$ cat src/rtl/io_pad_pkg.sv
// rtl/io_pad_pkg.sv - shared types and widths for the IO pad arbiter tile
package io_pad_pkg;

  localparam int N_REQ  = 4;
  localparam int HOLD_W = 8;
  localparam int TURN_W = 3;

  typedef enum logic [1:0] {
    IDLE  = 2'd0,
    DRIVE = 2'd1,
    TURN  = 2'd2
  } state_t;

  function automatic logic [N_REQ-1:0] onehot(input logic [1:0] idx);
    logic [N_REQ-1:0] v;
    v = '0;
    v[idx] = 1'b1;
    return v;
  endfunction

endpackage

$ cat src/rtl/io_rr_arbiter.sv
// rtl/io_rr_arbiter.sv - combinational round-robin pick starting at rr_ptr
module io_rr_arbiter
  import io_pad_pkg::*;
(
  input  logic [N_REQ-1:0] ereq,
  input  logic [1:0]       rr_ptr,
  output logic [1:0]       winner,
  output logic             valid
);

  logic [1:0] idx;

  // First set bit scanning upward from rr_ptr, wrapping modulo 4.
  always_comb begin
    winner = '0;
    valid  = 1'b0;
    idx    = '0;
    for (int i = 0; i < N_REQ; i++) begin
      idx = rr_ptr + 2'(i);
      if (!valid && ereq[idx]) begin
        winner = idx;
        valid  = 1'b1;
      end
    end
  end

endmodule

$ cat src/rtl/io1_pad_arbiter.sv
// rtl/io1_pad_arbiter.sv - shares one bidirectional pad driver among four fabric requesters
module io1_pad_arbiter
  import io_pad_pkg::*;
#(
  parameter int TURNAROUND = 1,
  parameter int HOLD_MAX   = 8
) (
  input  logic             clk,
  input  logic             rst,
  input  logic [N_REQ-1:0] cfg_en,
  input  logic [N_REQ-1:0] req,
  input  logic [N_REQ-1:0] dout,
  output logic [N_REQ-1:0] grant,
  input  logic             pad_in,
  output logic             pad_out,
  output logic             pad_oe,
  output logic [N_REQ-1:0] pin
);

  localparam logic [HOLD_W-1:0] HOLD_LIM = HOLD_W'(HOLD_MAX);
  localparam logic [TURN_W-1:0] TURN_LIM = TURN_W'(TURNAROUND);

  state_t            state;
  logic [1:0]        owner;
  logic [1:0]        rr_ptr;
  logic [HOLD_W-1:0] hold_cnt;
  logic [TURN_W-1:0] turn_cnt;
  logic              s1;
  logic              s2;

  logic [N_REQ-1:0]  ereq;
  logic [N_REQ-1:0]  owner_mask;
  logic [1:0]        winner;
  logic              win_valid;
  logic              release_c;
  logic              preempt_c;

  assign ereq       = req & cfg_en;
  assign owner_mask = onehot(owner);
  assign release_c  = ~ereq[owner];
  // Hold limit only matters when someone else is waiting.
  assign preempt_c  = (hold_cnt == HOLD_LIM) && (|(ereq & ~owner_mask));

  io_rr_arbiter u_rr (
    .ereq   (ereq),
    .rr_ptr (rr_ptr),
    .winner (winner),
    .valid  (win_valid)
  );

  always_ff @(posedge clk) begin
    if (rst) begin
      state    <= IDLE;
      owner    <= '0;
      rr_ptr   <= '0;
      hold_cnt <= '0;
      turn_cnt <= '0;
      grant    <= '0;
      pad_oe   <= 1'b0;
      pad_out  <= 1'b0;
    end else begin
      case (state)
        IDLE: begin
          if (win_valid) begin
            owner    <= winner;
            grant    <= onehot(winner);
            pad_oe   <= 1'b1;
            pad_out  <= dout[winner];
            hold_cnt <= HOLD_W'(1);
            state    <= DRIVE;
          end else begin
            grant   <= '0;
            pad_oe  <= 1'b0;
            pad_out <= 1'b0;
          end
        end
        DRIVE: begin
          if (release_c || preempt_c) begin
            grant    <= '0;
            pad_oe   <= 1'b0;
            pad_out  <= 1'b0;
            rr_ptr   <= owner + 2'd1;
            turn_cnt <= TURN_W'(1);
            state    <= TURN;
          end else begin
            pad_out <= dout[owner];
            if (hold_cnt != HOLD_LIM) begin
              hold_cnt <= hold_cnt + HOLD_W'(1);
            end
          end
        end
        TURN: begin
          grant  <= '0;
          pad_oe <= 1'b0;
          if (turn_cnt == TURN_LIM) begin
            state <= IDLE;
          end else begin
            turn_cnt <= turn_cnt + TURN_W'(1);
          end
        end
        default: begin
          state   <= IDLE;
          grant   <= '0;
          pad_oe  <= 1'b0;
          pad_out <= 1'b0;
        end
      endcase
    end
  end

  // Two-flop synchroniser; runs regardless of who owns the driver.
  always_ff @(posedge clk) begin
    if (rst) begin
      s1 <= 1'b0;
      s2 <= 1'b0;
    end else begin
      s1 <= pad_in;
      s2 <= s1;
    end
  end

  assign pin = {N_REQ{s2}};

endmodule
$ cat config.mk
export PLATFORM = sky130hd
export DESIGN_NAME = io1_pad_arbiter
export DESIGN_NICKNAME = d
export VERILOG_FILES = /design/src/rtl/io_pad_pkg.sv /design/src/rtl/io_rr_arbiter.sv /design/src/rtl/io1_pad_arbiter.sv
export SDC_FILE = /design/constraint.sdc
export NUM_CORES = 1
export LEC_CHECK = 0
export ABC_AREA = 0
export CORE_MARGIN = 2
export CORE_UTILIZATION = 50
export DETAILED_ROUTE_END_ITERATION = 16
export GPL_ROUTABILITY_DRIVEN = 0
export GPL_TIMING_DRIVEN = 0
export HOLD_SLACK_MARGIN = 0.02
export PLACE_DENSITY = 0.82
export SLEW_MARGIN = 40
export SYNTH_ARGS = -nofsm -noshare
export SYNTH_HDL_FRONTEND = slang
export SYNTH_SLANG_ARGS = --single-unit
$ cat constraint.sdc
create_clock -name clk -period 3.9 [get_ports clk]
set_clock_uncertainty 0.05 [all_clocks]
set_input_delay 0.39 -clock clk [delete_from_list [all_inputs] [get_ports clk]]
set_output_delay 0.39 -clock clk [all_outputs]
set_load 0.1 [all_outputs]
==> flow_summary.toml, run 1 <==
[die]
fp.dieW_um = 56.8
die_h_um = 56.8
pin_count = 25
core_sq_mm = 0.00271
floorplan.die_area_sq_mm = 0.00323
rows = 19
start_util_pct = 51.5

[logic_synthesis]
yosys_warnings = 0
synth-edff-count = 0
avgSynthCellArea_sq_um = 8.89
ys_seq_elements = 25
ys_async_sr_fraction_pct = 0
synth.distinct_cells = 42
syn-num-nets = 180
synth-main-ff-cell = "dfxtp_1"
netlist_instances = 157
syn_area_sq_mm = 0.00140
ys_seq_area_share_pct = 35.8

[sta]
slew_viol_final = 0
fin_ws_ns = 1.55
setup_viol = 0
worst_pin_slew_ns = 0.646
finalHoldViolCount = 0
slew_headroom_pct = 56.8
post-route-min-period_ns = 2.35
rsz0062_at_grt = "no"
fmax_mhz = 426
fin_crit_sh_pct = 60.2
whs_ns = 0.404
finalSetupTns_ns = 0

[hold_path]
hold_depth = 1
hp-class = "flip-flop to flip-flop"

[cts]
root_buffer = "clkbuf_4"
htree_levels = 1
post-cts-setup-buffer-count = 0
hold_buffers = 0
ctsResizeCount = 0
ctsLongestPathBuffers = 2
clock_latency_ns = 0.31
cts_tree = "yes"
cts_buffers = 3
clock_sinks = 25
path_clk_slew_ns = 0.14

[layout]
area_delta_synth_final_pct = 18.4
drive_gt1_share_pct = 12.4
nFillCells = 232
diodes = 0
fin_nets = 209
finalInstanceArea_sq_mm = 0.00165

[pwr]
ir_worst_vdd_uv = 216
switching_share_pct = 37.2
p_comb_share_pct = 32.2
p_seq_share_pct = 48.7
intPower_uw = 382
switchingPower_uw = 226
p_per_area_mw_per_mm2 = 368
p_leak_nw = 0.677
clock_power_share_pct = 19.1

[critical_path]
cp_num_buf_inv = 2
cpLargestDelayFamily = "compound AO/OA/AOI/OAI gates"
worstPathCellList = "clkdlybuf4s50_1, and2_1, o41a_1, a21oi_1, clkbuf_1, o21ai_0, a21oi_1"
cp_max_fo = 10
cp_common_cell = "a21oi_1"
critPathArrivalTime_ns = 2.55
required_ns = 4.10
critical_path.endpoint_type = "flip-flop"
cpMaxStageDelayCell = "o41a_1"
crit_path_max_incr_delay_ns = 0.49
critPathLaunchType = "input port"
ff2ff_path_depth = 8
worstSetupPathType = "input port to flip-flop"
path_depth = 7

[routing]
routed-wl-met3_um = 158
vias = 1277
dr.pass1.iters = 5
wl_um = 2960
drtAntennaViolNets = 0
drtIter0Drc = 118
wl_met2_um = 1420
wl_per_cell_um = 13.7
drc_errors = 0
top_layer = "met4"
avgViaCountPerCell = 5.91
routedLengthMet1_um = 1340

[status]
outcome = "completed"

[grt]
grt_max_degree = 15
antenna_found_initial = 0
grt_pass1_vias = 1223
grt_first_pass_wirelength_um = 5110
grt.overflow.total = 0
grt_usage_pct = 19.8

[run]
cap_violations = 0

[place]
placed_area_sq_mm = 0.00163
preCtsSetupSlack_ns = 1.27
port_buffers = 24
dp_hpwl_um = 2280
path summary, 6_finish.rpt:
kind	startpoint	to	slack (ns)
setup reg to reg	hold_cnt[0]	hold_cnt[3]	1.60
hold / removal	s1	s2	0.40
hold reg to reg	s1	s2	0.40
setup / recovery	req[2]	hold_cnt[3]	1.55
power by group through the flow:
stage / clock, mW / sequential, mW / combinational (mW)
2_1_floorplan: 0 / 0.337 / 0.107
3_3_place_gp: 0 / 0.300 / 0.197
3_5_place_dp: 0 / 0.302 / 0.194
4_1_cts: 0.119 / 0.296 / 0.196
5_1_grt: 0.129 / 0.299 / 0.214
6_report: 0.116 / 0.296 / 0.196
area by class of cell:
cell class,instances,area (sq um),area share (%)
multi-input combinational,118,828,50.1
timing repair buffer,24,190,11.5
buffer,7,41.3,2.50
clock inverter,1,5.00,0.303
sequential,25,500,30.3
clock buffer,3,22.5,1.36
tap,31,38.8,2.35
inverter,7,26.3,1.59
layer usage:
layer	vias up	global-route usage, %
li1	632	-
met1	605	25.3
met2	36	33.2
met3	4	3.69
met4	0	6.98
met5	-	0
worst register-to-register path, delay by kind of cell (launching register included):
kind	cells	cell delay (ns)
AO/OA/AOI/OAI	4	0.84
buffers and inverters	2	0.46
flip-flops	1	0.39
AND/OR/NAND/NOR	1	0.36
adder cells (fa/ha/maj)	1	0.16
placed cells by master (no fill, tap or decap), types with 4 or more instances in the layout:
master,instances
dfxtp_1,25
nor2b_1,6
buf_2,10
o21ai_0,7
and2_1,4
ha_1,8
or3_1,4
buf_4,4
nand3b_1,4
nor2_1,8
a21oi_1,13
inv_1,7
clkdlybuf4s50_1,14
and3_1,4
nand2_1,13
synth_stat cells (all sizes together), types with 2 or more instances:
| library cell | number | share of area [%] |
|---|---|---|
| a21o | 3 | 1.6 |
| nor2b | 6 | 2.7 |
| a22o | 2 | 1.3 |
| or4 | 2 | 1.1 |
| nor3 | 2 | 0.72 |
| dfxtp | 25 | 36 |
| a21oi | 13 | 4.7 |
| inv | 7 | 1.9 |
| clkbuf | 3 | 0.81 |
| o221ai | 2 | 1.3 |
| and3 | 4 | 1.8 |
| nand2b | 3 | 1.3 |
| o21ai | 7 | 2.5 |
| nor2 | 8 | 2.2 |
| nand3b | 4 | 2.2 |
| nand3 | 3 | 1.1 |
| a32o | 2 | 1.4 |
| or3 | 4 | 1.8 |
| buf | 4 | 2.2 |
| nand4 | 2 | 0.90 |
| mux4 | 3 | 4.8 |
| and2 | 5 | 2.4 |
| nand2 | 13 | 3.5 |
| mux2i | 3 | 2.2 |
| or2 | 2 | 0.90 |
| ha | 8 | 7.2 |
| a211oi | 3 | 1.6 |
| o211ai | 2 | 1.1 |
kinds of logic (layout without fill, tap and decap cells):
family / count (synthesis) / count (layout) / synth area share, %
xor+xnor: 1 / 1 / 0.627
simple gates: 61 / 61 / 24.3
fa+ha+maj: 8 / 8 / 7.17
mux: 6 / 6 / 6.99
flops: 25 / 25 / 35.8
buf+inv: 14 / 42 / 4.84
compound gates: 42 / 42 / 20.3
registers in the layout (all words and copies together) (netlist names):
register  count
hold_cnt      8
grant         4
turn_cnt      3
owner         2
rr_ptr        2
state         2
pad_oe        1
pad_out       1
s1            1
s2            1
stage by stage:
step	utilization (%)	std cells	power [mW]
2_1_floorplan	-	157	0.444
3_3_place_gp	61.8	212	0.497
3_5_place_dp	60.0	212	0.496
4_1_cts	61.0	216	0.611
5_1_grt	61.0	216	0.642
6_report	61.0	216	0.608
Note: power is estimated with default switching activity, not from simulation.
==> inputs of run 2 (changes only) <==
==> constraint.sdc (replaced) <==
create_clock -name clk -period 2.3 [get_ports clk]
set_clock_uncertainty 0.05 [all_clocks]
set_input_delay 0.23 -clock clk [delete_from_list [all_inputs] [get_ports clk]]
set_output_delay 0.23 -clock clk [all_outputs]
set_load 0.1 [all_outputs]
==> flow_summary.toml, run 2 (same netlist as run 1, synthesis figures left out) <==
[grt]
grt_pass1_vias = 1223
grt_max_degree = 15
antenna_found_initial = 0
grt.overflow.total = 0
grt_first_pass_wirelength_um = 5110
grt_usage_pct = 19.8

[layout]
fin_nets = 209
fin_cells = 216
finalInstanceArea_sq_mm = 0.00167
regMostFlops = "hold_cnt"
largest_reg_flops = 8
drive_gt1_share_pct = 14.6
largestRegisters = "hold_cnt x8, grant x4, turn_cnt x3"
mostFrequentLayoutCell = "dfxtp_1"
area_delta_synth_final_pct = 19.5
final_cell_mix = "25 x dfxtp_1, 14 x clkdlybuf4s50_1, 13 x nand2_1"
diodes = 0

[status]
outcome = "completed"

[sta]
rsz0062_at_grt = "no"
finalHoldViolCount = 0
whs_ns = 0.404
worst_pin_slew_ns = 0.637
setup_viol = 0
slew_headroom_pct = 57.5
fin_crit_sh_pct = 94.1
post-route-min-period_ns = 2.16
fmax_mhz = 462
slew_viol_final = 0

[die]
pin_count = 25
rows = 19
floorplan.die_area_sq_mm = 0.00323
die_h_um = 56.8
start_util_pct = 51.5
core_sq_mm = 0.00271
fp.dieW_um = 56.8

[place]
placed_area_sq_mm = 0.00163
port_buffers = 24
place_inst = 212
dp_hpwl_um = 2280

[routing]
drtIter0Drc = 92
drc_errors = 0
dr.pass1.iters = 4
vias = 1270
drtAntennaViolNets = 0
wl_um = 2980
wl_per_cell_um = 13.8
avgViaCountPerCell = 5.88

[critical_path]
required_ns = 2.52
worstSetupPathType = "input port to flip-flop"
critPathLaunchType = "input port"
cp_max_fo = 6
critical_path.endpoint_type = "flip-flop"
critPathArrivalTime_ns = 2.38

[pwr]
switchingPower_uw = 386
p_leak_nw = 0.684
ir_worst_vdd_uv = 368
intPower_uw = 651
p_comb_share_pct = 32.7
switching_share_pct = 37.2
p_per_area_mw_per_mm2 = 621
clock_power_share_pct = 18.9
p_seq_share_pct = 48.4

[cts]
path_clk_slew_ns = 0.14
htree_levels = 1
hold_buffers = 0
ctsLongestPathBuffers = 2
cts_tree = "yes"
clock_latency_ns = 0.31
root_buffer = "clkbuf_4"
cts_buffers = 3
clock_sinks = 25

[run]
cap_violations = 0

[hold_path]
hp-class = "flip-flop to flip-flop"
run 2: worst max-delay path: stages:
cell	delay (ns)
clkdlybuf4s50_1	0.46
and2_1	0.22
o41a_1	0.49
or2_0	0.23
clkbuf_1	0.16
or4_1	0.52
nand2_1	0.07
run 2: final timing paths:
check / from / endpoint / slack, ns / depth (start not counted)
setup reg to reg: hold_cnt[0] / hold_cnt[2] / 0.25 / 8
hold / removal: s1 / s2 / 0.40 / 1
hold reg to reg: s1 / s2 / 0.40 / 1
setup / recovery: req[2] / hold_cnt[7] / 0.14 / 7
run 2: layout make-up:
class	count	area (sq um)
Buffer	7	42.5
Clock buffer	3	22.5
Clock inverter	1	5.00
Fill cell	231	1040
Inverter	7	26.3
Multi-Input combinational cell	118	843
Sequential cell	25	500
Tap cell	31	38.8
Timing Repair Buffer	24	190
run 2: metrics by stage:
step	TNS, ns	util (%)	power [mW]	setup WS [ns]
final	0	61.6	1.04	0.136
after global routing	0	61.6	1.10	0.0247
after CTS	0	61.0	1.04	0.0704
after detailed placement	-1.65	60.0	0.841	-0.170
after global placement	-1.24	61.8	0.843	-0.135
after floorplan	0	-	0.752	0.449
run 2: power by group through the flow:
stage / logic [mW] / registers [mW] / clock network, mW
3_5_place_dp: 0.330 / 0.511 / 0
4_1_cts: 0.332 / 0.501 / 0.202
3_3_place_gp: 0.334 / 0.509 / 0
2_1_floorplan: 0.181 / 0.571 / 0
6_report: 0.339 / 0.501 / 0.196
5_1_grt: 0.369 / 0.507 / 0.219
run 2: metal layers:
| metal | GRT usage, % | up-vias | wire, um |
|---|---|---|---|
| met5 | 0 | - | 0 |
| met2 | 33.2 | 27 | 1500 |
| met3 | 3.69 | 4 | 123 |
| li1 | - | 630 | - |
| met4 | 6.98 | 0 | 33 |
| met1 | 25.3 | 609 | 1330 |
run 2: timing repair:
item	CTS	global route
resized for setup	0	5
endpoints found under the setup margin	0	14
setup buffers	0	0
